<file path="src/rtl/ear_conditioner.sv">
// Tape EAR input conditioner: synchronizes and glitch-filters the raw tape level,
// measures half-periods between edges and flags when a steady carrier is present.
module ear_conditioner #(
   parameter int FILTER  = 4,
   parameter int PW      = 12,
   parameter int PMIN    = 20,
   parameter int PMAX    = 400,
   parameter int NACT    = 8,
   parameter int TIMEOUT = 2047
) (
   input  logic          clock,
   input  logic          reset,
   input  logic          ce,
   input  logic          ear_in,
   input  logic          motor,
   output logic          ear,
   output logic          ear_edge,
   output logic [PW-1:0] period,
   output logic          active
);

   typedef enum logic {IDLE, LOCK} state_t;

   localparam logic [PW-1:0] PCOUNT_MAX = '1;

   state_t          state, stateNext;
   logic            syncA, syncB;
   logic [3:0]      filterCount, filterNext;
   logic [PW-1:0]   periodCount, periodCountNext;
   logic [3:0]      validCount, validNext;
   logic            earNext, accept, edgeValid, edgeLong;

   // Filter, period and valid-edge datapath; counters only move on a ce tick with the motor running
   always_comb begin
      filterNext      = filterCount;
      earNext         = ear;
      accept          = 1'b0;
      periodCountNext = periodCount;
      validNext       = validCount;
      edgeValid       = 1'b0;
      edgeLong        = 1'b0;
      if (!motor) begin
         filterNext      = '0;
         earNext         = 1'b0;
         periodCountNext = '0;
         validNext       = '0;
      end else if (ce) begin
         if (syncB != ear) begin
            if (filterCount + 4'd1 == 4'(FILTER)) begin
               accept     = 1'b1;
               earNext    = syncB;
               filterNext = '0;
            end else begin
               filterNext = filterCount + 4'd1;
            end
         end else begin
            filterNext = '0;
         end
         if (accept) begin
            periodCountNext = PW'(1);
            edgeValid = (periodCount >= PW'(PMIN)) && (periodCount <= PW'(PMAX));
            edgeLong  = (periodCount > PW'(PMAX));
            if (!edgeValid)
               validNext = '0;
            else if (validCount != 4'(NACT))
               validNext = validCount + 4'd1;
         end else if (periodCount != PCOUNT_MAX) begin
            periodCountNext = periodCount + PW'(1);
         end
      end
   end

   // Activity FSM next state; an edge in the same clock overrides the timeout
   always_comb begin
      stateNext = state;
      case (state)
         IDLE: begin
            if (motor && validNext == 4'(NACT))
               stateNext = LOCK;
         end
         LOCK: begin
            if (!motor)
               stateNext = IDLE;
            else if (accept) begin
               if (edgeLong)
                  stateNext = IDLE;
            end else if (periodCountNext >= PW'(TIMEOUT))
               stateNext = IDLE;
         end
         default: stateNext = IDLE;
      endcase
   end

   always_ff @(posedge clock) begin
      if (!reset)
         state <= IDLE;
      else
         state <= stateNext;
   end

   // Datapath registers; period only reloads on an accepted edge so it survives motor-off
   always_ff @(posedge clock) begin
      if (!reset) begin
         syncA       <= 1'b0;
         syncB       <= 1'b0;
         filterCount <= '0;
         ear         <= 1'b0;
         ear_edge    <= 1'b0;
         periodCount <= '0;
         period      <= '0;
         validCount  <= '0;
      end else begin
         syncA       <= ear_in;
         syncB       <= syncA;
         filterCount <= filterNext;
         ear         <= earNext;
         ear_edge    <= accept;
         periodCount <= periodCountNext;
         if (accept)
            period <= periodCount;
         validCount  <= (state == LOCK && stateNext == IDLE) ? '0 : validNext;
      end
   end

   assign active = (state == LOCK);

endmodule
</file>
<file path="config.mk">
export PLATFORM = sky130hd
export DESIGN_NAME = ear_conditioner
export DESIGN_NICKNAME = d
export VERILOG_FILES = /design/src/rtl/ear_conditioner.sv
export SDC_FILE = /design/constraint.sdc
export NUM_CORES = 1
export LEC_CHECK = 0
export CAP_MARGIN = 20
export CORE_MARGIN = 2
export CORE_UTILIZATION = 35
export DETAILED_ROUTE_END_ITERATION = 8
export PLACE_DENSITY_LB_ADDON = 0.2
export RECOVER_POWER = 25
export SLEW_MARGIN = 0
export SYNTH_ARGS = -nofsm -noshare
export SYNTH_HDL_FRONTEND = slang
export SYNTH_SLANG_ARGS = --single-unit
</file>
<file path="constraint.sdc">
create_clock -name clock -period 4.8 [get_ports clock]
set_clock_uncertainty 0.2 [all_clocks]
set_input_delay 0.96 -clock clock [delete_from_list [all_inputs] [get_ports clock]]
set_output_delay 0.96 -clock clock [all_outputs]
set_load 0.05 [all_outputs]
</file>
Yosys cells after proc, flatten, opt, wreduce, memory -nomap -nowiden
Cells that the tools add are included.
{ "totals": {"out_inout_bits": 15, "reg_bits": 37, "ramBits": 0, "mem_count": 0, "inputBits": 5, "wordCells": 56, "romBits": 0, "latch_bits": 0} }
{ "op_classes": {"n_mul": 0, "magnitude_cmp": 4, "muxes": 26, "bitwise": 3, "div": 0, "shift": 0, "reduce_logical": 6, "n_eq_ne": 5, "addsub": 3} }
{ "op_table": {"columns": ["cell", "n"], "rows": [
  ["12-bit two-way mux", 4],
  ["4-bit two-way mux", 7],
  ["1-bit two-way mux", 14],
  ["12-bit by 1-bit adder with 12-bit output (second input constant)", 1],
  ["12-bit by 11-bit greater-or-equal comparator with 1-bit output (second input constant)", 1],
  ["12-bit by 5-bit greater-or-equal comparator with 1-bit output (second input constant)", 1],
  ["12-bit by 9-bit > comparator with 1-bit output (second input constant)", 1],
  ["12-bit by 9-bit <= comparator with 1-bit output (second input constant)", 1],
  ["12-bit != test (second input constant)", 1],
  ["4-bit by 1-bit adder with 4-bit output (second input constant)", 2],
  ["4-bit by 3-bit equality test with 1-bit output (second input constant)", 1],
  ["4-bit equality test (second input constant)", 1],
  ["4-bit != test (second input constant)", 1],
  ["1-bit logical AND", 3],
  ["1-bit NOT", 3],
  ["3-bit AND reduction", 1],
  ["1-bit case mux with 2 select lines", 1],
  ["2-bit AND reduction", 1],
  ["2-bit OR reduction", 1],
  ["1-bit != test", 1]
]} }

Depth between registers and ports, before layout
Gate-level depths: netlist (run 1).
{ "depth": {"depth_word": 17, "depth_mapped": 8, "depth_no_buf": 8} }

Least setup slack after synthesis (run 1)
Ideal clock, no wire load.
{ "synth_timing": {"path_type": "input-to-reg", "from": "input port ce", "to": "register state, in the netlist active", "stages": 7, "setup_slack_ns": 2.085, "arrival_time_ns": 2.380, "n_path_buf": 1, "required_time_ns": 4.465, "cell_sequence": "buf_2 > nand4_1 > nor3_2 > mux2i_1 > a2111o_1 > o31ai_4 > o41ai_2"} }
{ "synth_via": {"elab_chain_cells": 7} }
{ "synth_lines": {"columns": ["item", "line", "source"], "rows": [
  ["from (decl)", "13", "input logic ce,"],
  ["12-bit two-way mux", "47", "end else if (ce) begin"],
  ["12-bit two-way mux", "42", "if (!motor) begin"],
  ["12-bit by 11-bit greater-or-equal comparator with 1-bit output", "87", "end else if (periodCountNext >= PW'(TIMEOUT))"],
  ["1-bit two-way mux", "87", null],
  ["1-bit two-way mux", "84", "else if (accept) begin"],
  ["1-bit two-way mux", "82", "if (!motor)"],
  ["1-bit case mux with 2 select lines *", "76", "case (state)"],
  ["to (signal assigned)", "98", "state <= stateNext;"],
  ["to (decl)", "26", "state_t state, stateNext;"]
]} }
Every way passes the cells marked *; elsewhere a longest branch is shown, timed or not.
A chain may end at the register's enable or synchronous reset.

Final worst setup path (run 1)
{ "layout_timing": {"from": "input port ce", "to": "register period[4]"} }
{ "layout_via": {"elab_chain_cells": 2} }
{ "layout_lines": {"columns": ["item", "line", "source"], "rows": [
  ["1-bit two-way mux", "47", null],
  ["1-bit two-way mux", "42", null],
  ["to (signal assigned)", "120", "period <= periodCount;"],
  ["to (decl)", "18", "output logic [PW-1:0] period,"]
]} }
Every way passes these cells.

==> run_results.csv, run 1 <==
group,metric,value,unit
power_and_ir_drop,vdd_drop_max,133,uV
place,io_buffers,19,
critical_path,worst-path-stages,6,
critical_path,slowest_delay,0.69,ns
place,gp_congestion,0.837,
global_routing,grt_antenna_before_repair,0,
yosys,syn-instance-count,235,
outcome,outcome,"finished, final reports clean",
timing,slew_headroom,47.7,%
power_and_ir_drop,power_density,231,nW/um2
min_path,hold_depth,1,
cells_and_area,syn2layout_area_growth,13.8,%
timing,rsz0062_at_grt,"false",
yosys,syn_nets,246,
cells_and_area,drive_gt1_share,8.54,%
yosys,synth_top_area_share,35.1,%
yosys,synth-edff-count,0,
cts,cts.sinks,37,
cts,numCtsBuffers,5,
die,fp.dieArea,6660,um2
cts,cts_setup_buffers,0,
routing,wire_per_inst,14.6,um
timing,period_share,76.6,%
yosys,ys.flop_type,"dfxtp_1",
critical_path,arrival,3.66,ns
timing,setup_viol,0,
critical_path,reg2reg_slack,2.05,ns
cts,hold_buffers,0,
yosys,async_flop_share,0,%
routing,drtIter0Drc,118,
global_routing,grt-ovfl-total,0,
routing,vias_per_cell,5.50,
timing,fmax,272,MHz
critical_path,critPathMaxFanout,19,
timing,slew_violations,0,
cts,cts_tree,"yes",
cells_and_area,final_common_cell,"dfxtp_1",
yosys,ys_seq_area_share,35.1,%
timing,max_slew.worst_pin.slew,0.785,ns
global_routing,grt_use_total,15.4,%
routing,firstDrtPassIters,4,
critical_path,cp_slowest_cell,"nor2_2",
yosys,netlist_area,2110,um2
cts,clk_latency,0.29,ns
critical_path,worstPathRequired,4.78,ns
timing,setup_ws,1.12,ns
min_path,hold_path_class,"reg2reg",
routing,vias,1764,
yosys,avgSynthCellArea,8.97,um2
yosys,yosys_warnings,0,
critical_path,critical_path.top_delay_family,"buffers and inverters",
die,fp.coreArea,5890,um2
power_and_ir_drop,p_leak,0.749,nW
cts,clk_pin_slew,0.07,ns
critical_path,path_class,"in2reg",
global_routing,grt_max_degree,20,
global_routing,grt_pass1_vias,1483,
critical_path,crit_path_start,"ce",
critical_path,endpoint_kind,"flip-flop",
cells_and_area,mostFrequentLayoutCells,"dfxtp_1 (37), nor2_1 (19), nand3_1 (16)",
critical_path,critPathLaunchType,"primary input",
job,max-cap-violations,0,
timing,hold_viol_final,0,
cells_and_area,layout.nets,257,
yosys,synth_seq_cells,37,
yosys,synth_top_cell_by_area,"dfxtp_1",
cts,cts_max_level,2,
routing,drcViolationCount,0,
min_path,hold_start,"syncA$_SDFF_PN0_",
die,die_w,81.6,um
cts,clock-root-buffer,"clkbuf_8",
critical_path,crit_buf_inv,2,
timing,finalSetupTns,0,ns
cts,cts.repair.resized,0,
critical_path,rr_startpoint,"periodCount[0]$_SDFF_PN0_",
die,num_rows,28,
die,die_h,81.6,um
yosys,synth.distinct_cells,58,
critical_path,ff2ff_path_depth,7,
yosys,synth_area_leaders,"dfxtp_1 (35%), mux2i_1 (6.6%), nor2b_1 (3.9%), nand3_1 (3.8%), ha_1 (3.6%)",
global_routing,grt_pass1_wl,7770,um
timing,period_minus_slack,3.68,ns
routing,ant_nets,0,
place,preCtsSetupSlack,1.34,ns
place,place_hpwl,3300,um
cts,clockBufferDepth,2,
routing,drt_wl_total,4680,um
critical_path,crit_chain,"dlygate4sd3_1 > clkbuf_1 > o2111ai_4 > nor2_2 > mux2i_1 > nor2b_1",
cells_and_area,antenna_cells,0,
die,initial_core_util,35.8,%
die,ioPinCount,20,
-- per-stage QoR --
stage,util (%),instance area [um2],cells,total power [mW],hold WS (ns)
floorplan,-,2110,235,0.332,0.212
global placement,39.3,2320,314,0.340,0.249
detailed placement,39.3,2320,314,0.340,0.239
CTS,40.8,2400,321,0.559,0.250
global route,40.8,2400,321,0.578,0.274
finish,40.8,2400,321,0.553,0.251
-- per-layer routing --
| layer | vias to the layer above | GRT usage (%) | share of wire, % |
|---|---|---|---|
| met1 | 832 | 23.8 | 52 |
| li1 | 892 | - | - |
| met2 | 34 | 20.1 | 43 |
| met5 | - | 0 | 0 |
| met3 | 6 | 3.08 | 3.5 |
| met4 | 0 | 6.83 | 1.7 |
-- final timing paths --
check	end
max	period[4]$_SDFFE_PN0P_
min	syncB$_SDFF_PN0_
max reg2reg	active$_SDFF_PN0_
min reg2reg	syncB$_SDFF_PN0_
-- layout make-up --
| cell class | instances | area, um2 |
|---|---|---|
| clock buffers | 7 | 86.3 |
| fillers | 599 | 3490 |
| inverters | 8 | 30.0 |
| multi-input cells | 174 | 1250 |
| flip-flops and latches | 37 | 741 |
| well taps | 75 | 93.8 |
| repair buffers | 20 | 194 |
-- worst reg2reg max path: stages (launching register included) --
cell	delay, ns
dfxtp_1	0.49
ha_1	0.41
nand4_1	0.22
nor3_2	0.19
mux2i_1	0.11
a2111o_1	0.46
o31ai_4	0.40
o41ai_2	0.13
-- sequential cells by signal (all words and copies together), names as in the netlist --
name,flops
syncA,1
ear_edge,1
periodCount,12
syncB,1
active,1
filterCount,4
period,12
ear,1
validCount,4
-- power by group --
| group | internal (mW) | leakage, nW | total, mW | switching (mW) |
|---|---|---|---|---|
| Combinational | 0.00817 | 0.406 | 0.0223 | 0.0141 |
| Sequential | 0.308 | 0.299 | 0.310 | 0.00175 |
| Clock | 0.114 | 0.0443 | 0.221 | 0.107 |
| Total | 0.430 | 0.749 | 0.553 | 0.123 |
-- cells in the mapped netlist (2+ instances only) --
| library cell | n |
|---|---|
| a211oi_1 | 5 |
| a21boi_1 | 2 |
| a21o_1 | 2 |
| a21oi_1 | 12 |
| a311oi_1 | 3 |
| a31oi_1 | 2 |
| a32oi_1 | 2 |
| a41oi_1 | 4 |
| and2_1 | 2 |
| and3_1 | 2 |
| and4_1 | 5 |
| buf_2 | 7 |
| buf_4 | 2 |
| clkbuf_1 | 6 |
| dfxtp_1 | 37 |
| ha_1 | 6 |
| inv_1 | 8 |
| mux2i_1 | 14 |
| nand2_1 | 14 |
| nand2b_1 | 3 |
| nand3_1 | 16 |
| nand4_1 | 5 |
| nor2_1 | 19 |
| nor2b_1 | 13 |
| nor3_1 | 6 |
| nor3b_1 | 2 |
| o21ai_0 | 3 |
| o22ai_1 | 3 |
-- logic make-up (layout without fill, tap and decap cells) --
| family | Yosys count | in the layout | synth area share (%) |
|---|---|---|---|
| adders and majority gates | 6 | 6 | 3.56 |
| and+or+nand+nor | 98 | 98 | 26.6 |
| xor gates and xnor gates | 2 | 2 | 1.19 |
| muxes | 15 | 15 | 7.18 |
| DFF | 37 | 37 | 35.1 |
| AOI/OAI and AO/OA | 53 | 53 | 20.9 |
| buffers and inverters | 24 | 35 | 5.40 |
Note: power is estimated with default switching activity, not from simulation.
==> run 2, diff against run 1 <==
==> constraint.sdc (replaced) <==
create_clock -name clock -period 3.3 [get_ports clock]
set_clock_uncertainty 0.2 [all_clocks]
set_input_delay 0.66 -clock clock [delete_from_list [all_inputs] [get_ports clock]]
set_output_delay 0.66 -clock clock [all_outputs]
set_load 0.05 [all_outputs]
==> run_results.csv, run 2 (same netlist as run 1, synthesis figures left out) <==
group,metric,value,unit
min_path,hold_path_class,"reg2reg",
timing,period_share,84.5,%
place,io_buffers,19,
critical_path,critPathMaxFanout,11,
routing,vias,1852,
cells_and_area,final_common_cell,"dfxtp_1",
routing,firstDrtPassIters,4,
critical_path,crit_chain,"ha_1 > nor3b_2 > o2111ai_1 > nand3_1 > a311oi_1",
timing,fmax,359,MHz
critical_path,worstPathRequired,3.29,ns
routing,vias_per_cell,5.63,
critical_path,critical_path.top_delay_family,"compound AO/OA/AOI/OAI gates",
die,initial_core_util,35.8,%
timing,max_slew.worst_pin.slew,0.868,ns
cts,cts_setup_buffers,0,
place,place_hpwl,3560,um
die,fp.dieArea,6660,um2
timing,rsz0062_at_grt,"false",
critical_path,crit_buf_inv,0,
cts,clk_latency,0.29,ns
power_and_ir_drop,power.total,0.807,mW
place,gp_congestion,0.813,
die,die_h,81.6,um
routing,drcViolationCount,0,
routing,drt_wl_total,5030,um
global_routing,grt_pass1_vias,1744,
job,max-cap-violations,0,
global_routing,grt_antenna_before_repair,0,
timing,hold_viol_final,0,
cells_and_area,layout.nets,264,
global_routing,grt_use_total,16.5,%
critical_path,path_class,"reg2reg",
die,die_w,81.6,um
die,ioPinCount,20,
power_and_ir_drop,power_density,332,nW/um2
cells_and_area,drive_gt1_share,11.4,%
timing,finalSetupTns,0,ns
critical_path,critPathLaunchType,"flip-flop",
power_and_ir_drop,vdd_drop_max,156,uV
cells_and_area,design_area,2430,um2
cts,hold_buffers,0,
die,fp.coreArea,5890,um2
cts,cts.sinks,37,
cts,clock-root-buffer,"clkbuf_8",
critical_path,slowest_delay,0.73,ns
cts,clockBufferDepth,2,
routing,wire_per_inst,15.3,um
cts,numCtsBuffers,5,
cts,clk_pin_slew,0.08,ns
critical_path,endpoint_kind,"flip-flop",
timing,slew_headroom,42.1,%
timing,setup_viol,0,
global_routing,grt_pass1_wl,8450,um
timing,slew_violations,0,
timing,period_minus_slack,2.79,ns
critical_path,cp_slowest_cell,"o2111ai_1",
die,num_rows,28,
outcome,outcome,"finished, final reports clean",
cts,cts_tree,"yes",
cts,cts_max_level,2,
timing,setup_ws,0.511,ns
global_routing,grt-ovfl-total,0,
cells_and_area,mostFrequentLayoutCells,"dfxtp_1 (37), nor2_1 (19), nand3_1 (16)",
cells_and_area,reg_top3,"periodCount (12), period (12)",
power_and_ir_drop,p_leak,0.783,nW
routing,ant_nets,0,
global_routing,grt_max_degree,19,
cts,cts.repair.resized,0,
place,place_area,2370,um2
cells_and_area,antenna_cells,0,
cells_and_area,syn2layout_area_growth,15.4,%
critical_path,arrival,2.78,ns
routing,drtIter0Drc,132,
place,preCtsSetupSlack,0.342,ns
==> run 2: metrics by stage <==
step	instances	hold WS [ns]	util, %
after floorplan	235	0.212	-
after global placement	321	0.229	40.2
after detailed placement	321	0.232	40.2
after CTS	329	0.253	41.7
after global routing	329	0.293	41.3
final	329	0.248	41.3
==> run 2: final timing paths <==
check / from / to / slack, ns / cells past startpoint
hold / removal: syncA$_SDFF_PN0_ / syncB$_SDFF_PN0_ / 0.25 / 1
setup / recovery: filterCount[0]$_SDFFE_PN0P_ / periodCount[3]$_SDFF_PN0_ / 0.51 / 5
hold reg to reg: syncA$_SDFF_PN0_ / syncB$_SDFF_PN0_ / 0.25 / 1
setup reg to reg: filterCount[0]$_SDFFE_PN0P_ / periodCount[3]$_SDFF_PN0_ / 0.51 / 5
==> run 2: layer usage <==
| layer | track usage [%] | vias up | wire length [um] |
|---|---|---|---|
| met5 | 0 | - | 0 |
| met2 | 24.9 | 57 | 2290 |
| li1 | - | 913 | - |
| met3 | 2.75 | 4 | 197 |
| met4 | 5.50 | 0 | 49 |
| met1 | 23.8 | 878 | 2490 |
==> run 2: cell type report <==
type                            instances  area (um2)
Sequential cell                        37         741
Clock buffer                            5        68.8
Tap cell                               75        93.8
Inverter                                8        30.0
Fill cell                             625        3450
Timing Repair Buffer                   27         246
Multi-Input combinational cell        174        1240
Clock inverter                          3        17.5
==> run 2: report_power, final <==
part | leakage, nW | internal (mW) | switching, mW
clock network | 0.0439 | 0.146 | 0.172
logic | 0.441 | 0.0158 | 0.0232
registers | 0.299 | 0.448 | 0.00158
total | 0.783 | 0.610 | 0.197
==> run 3, diff against run 2 <==
==> constraint.sdc (replaced) <==
create_clock -name clock -period 2.7 [get_ports clock]
set_clock_uncertainty 0.2 [all_clocks]
set_input_delay 0.54 -clock clock [delete_from_list [all_inputs] [get_ports clock]]
set_output_delay 0.54 -clock clock [all_outputs]
set_load 0.05 [all_outputs]
==> run_results.csv, run 3 (same netlist as run 1, synthesis figures left out) <==
group,metric,value,unit
outcome,outcome,"finished, final reports clean",
timing,slew_violations,0,
routing,drtIter0Drc,137,
timing,fmax,397,MHz
place,io_buffers,19,
routing,wire_per_inst,14.6,um
routing,vias,1865,
cts,clk_pin_slew,0.07,ns
die,die_h,81.6,um
power_and_ir_drop,power_density,382,nW/um2
cells_and_area,antenna_cells,0,
cts,cts.sinks,37,
power_and_ir_drop,p_leak,0.857,nW
cts,clock-root-buffer,"clkbuf_8",
global_routing,grt_antenna_before_repair,0,
die,die_w,81.6,um
routing,drcViolationCount,0,
global_routing,use_met3,3.52,%
timing,max_slew.worst_pin.slew,0.552,ns
timing,setup_viol,0,
cts,numCtsBuffers,5,
timing,period_minus_slack,2.52,ns
cells_and_area,mostFrequentLayoutCells,"dfxtp_1 (37), buf_4 (20), nor2_1 (19)",
die,initial_core_util,35.8,%
global_routing,grtUsageMet2,23.0,%
routing,ant_nets,0,
min_path,hold_depth,1,
critical_path,reg2reg_slack,0.20,ns
timing,hold_viol_final,0,
cells_and_area,syn2layout_area_growth,21.7,%
cts,cts_tree,"yes",
global_routing,grt_pass1_vias,1705,
critical_path,arrival,2.48,ns
critical_path,rr_startpoint,"periodCount[1]$_SDFF_PN0_",
cells_and_area,final_common_cell,"dfxtp_1",
min_path,hold_start,"syncA$_SDFF_PN0_",
global_routing,grt-ovfl-total,0,
cts,hold_buffers,0,
routing,firstDrtPassIters,4,
die,ioPinCount,20,
power_and_ir_drop,power.total,0.981,mW
global_routing,top_usage_layer,"met1",
power_and_ir_drop,vdd_drop_max,241,uV
place,place_hpwl,3700,um
cells_and_area,reg_top3,"periodCount (12), period (12)",
critical_path,critPathLaunchType,"primary input",
job,max-cap-violations,0,
critical_path,endpoint_kind,"flip-flop",
die,num_rows,28,
cts,cts_setup_buffers,0,
timing,rsz0062_at_grt,"false",
cts,clk_latency,0.29,ns
critical_path,crit_chain,"clkdlybuf4s50_1 > buf_4 > and4_1 > a31oi_1 > a2111o_1 > o31ai_4 > o41ai_2",
critical_path,critPathMaxFanout,6,
critical_path,crit_path_start,"ce",
timing,period_share,93.3,%
critical_path,worstPathRequired,2.66,ns
routing,vias_per_cell,5.42,
global_routing,met1_usage,23.9,%
global_routing,grt_use_total,16.4,%
cells_and_area,drive_gt1_share,16.0,%
critical_path,r2r_end,"active$_SDFF_PN0_",
global_routing,grt_pass1_wl,8400,um
cts,cts.repair.resized,0,
die,fp.coreArea,5890,um2
timing,slew_headroom,63.2,%
critical_path,path_class,"in2reg",
critical_path,slowest_delay,0.53,ns
cts,cts_max_level,2,
min_path,hold_end,"syncB$_SDFF_PN0_",
timing,fin_hold_ws,0.251,ns
global_routing,grt_max_degree,20,
die,fp.dieArea,6660,um2
min_path,hold_path_class,"reg2reg",
routing,drt_wl_total,5010,um
critical_path,cp_slowest_cell,"clkdlybuf4s50_1",
critical_path,ff2ff_path_depth,7,
place,gp_congestion,0.814,
cts,clockBufferDepth,2,
cells_and_area,layout.nets,279,
==> run 3: stage by stage <==
stage	cells	setup TNS (ns)	area (um2)	setup WS, ns	utilization (%)
after CTS	344	0	2580	0.147	43.8
after floorplan	235	0	2110	0.334	-
after detailed placement	336	-0.512	2490	-0.111	42.4
after global placement	336	-0.444	2490	-0.101	42.4
after global routing	344	0	2570	0.00678	43.6
final	344	0	2570	0.181	43.6
==> run 3: layout make-up <==
class | count | area, um2
Fill cell | 621 | 3320
Multi-Input combinational cell | 174 | 1250
Sequential cell | 37 | 741
Timing Repair Buffer | 42 | 368
Tap cell | 75 | 93.8
Clock buffer | 6 | 72.6
Inverter | 8 | 30.0
Clock inverter | 2 | 10.0
==> run 3: where the power goes <==
| group | internal [mW] | switching [mW] |
|---|---|---|
| sequential | 0.548 | 0.00294 |
| combinational | 0.0232 | 0.0289 |
| clock | 0.179 | 0.200 |
==> run 3: critical path: cells and delay by family <==
| family | cells | cell delay (ns) |
|---|---|---|
| simple gates | 1 | 0.23 |
| buf+inv | 2 | 0.69 |
| compound gates | 4 | 1.02 |
==> run 3: worst max path at each step <==
stage                               end  cells past startpoint  slack (ns)
5_1_grt        validCount[3]$_SDFF_PP0_                      7       0.007
6_report              active$_SDFF_PN0_                      7        0.18
3_3_place_gp   validCount[3]$_SDFF_PP0_                      7       -0.10
2_1_floorplan         active$_SDFF_PN0_                      5        0.33
3_5_place_dp   validCount[3]$_SDFF_PP0_                      7       -0.11
4_1_cts               active$_SDFF_PN0_                      7        0.15
==> run 3: per-layer routing <==
metal	wire [um]	up-vias
met5	0	-
met4	127	0
met3	262	11
met2	2180	57
met1	2440	856
li1	-	941
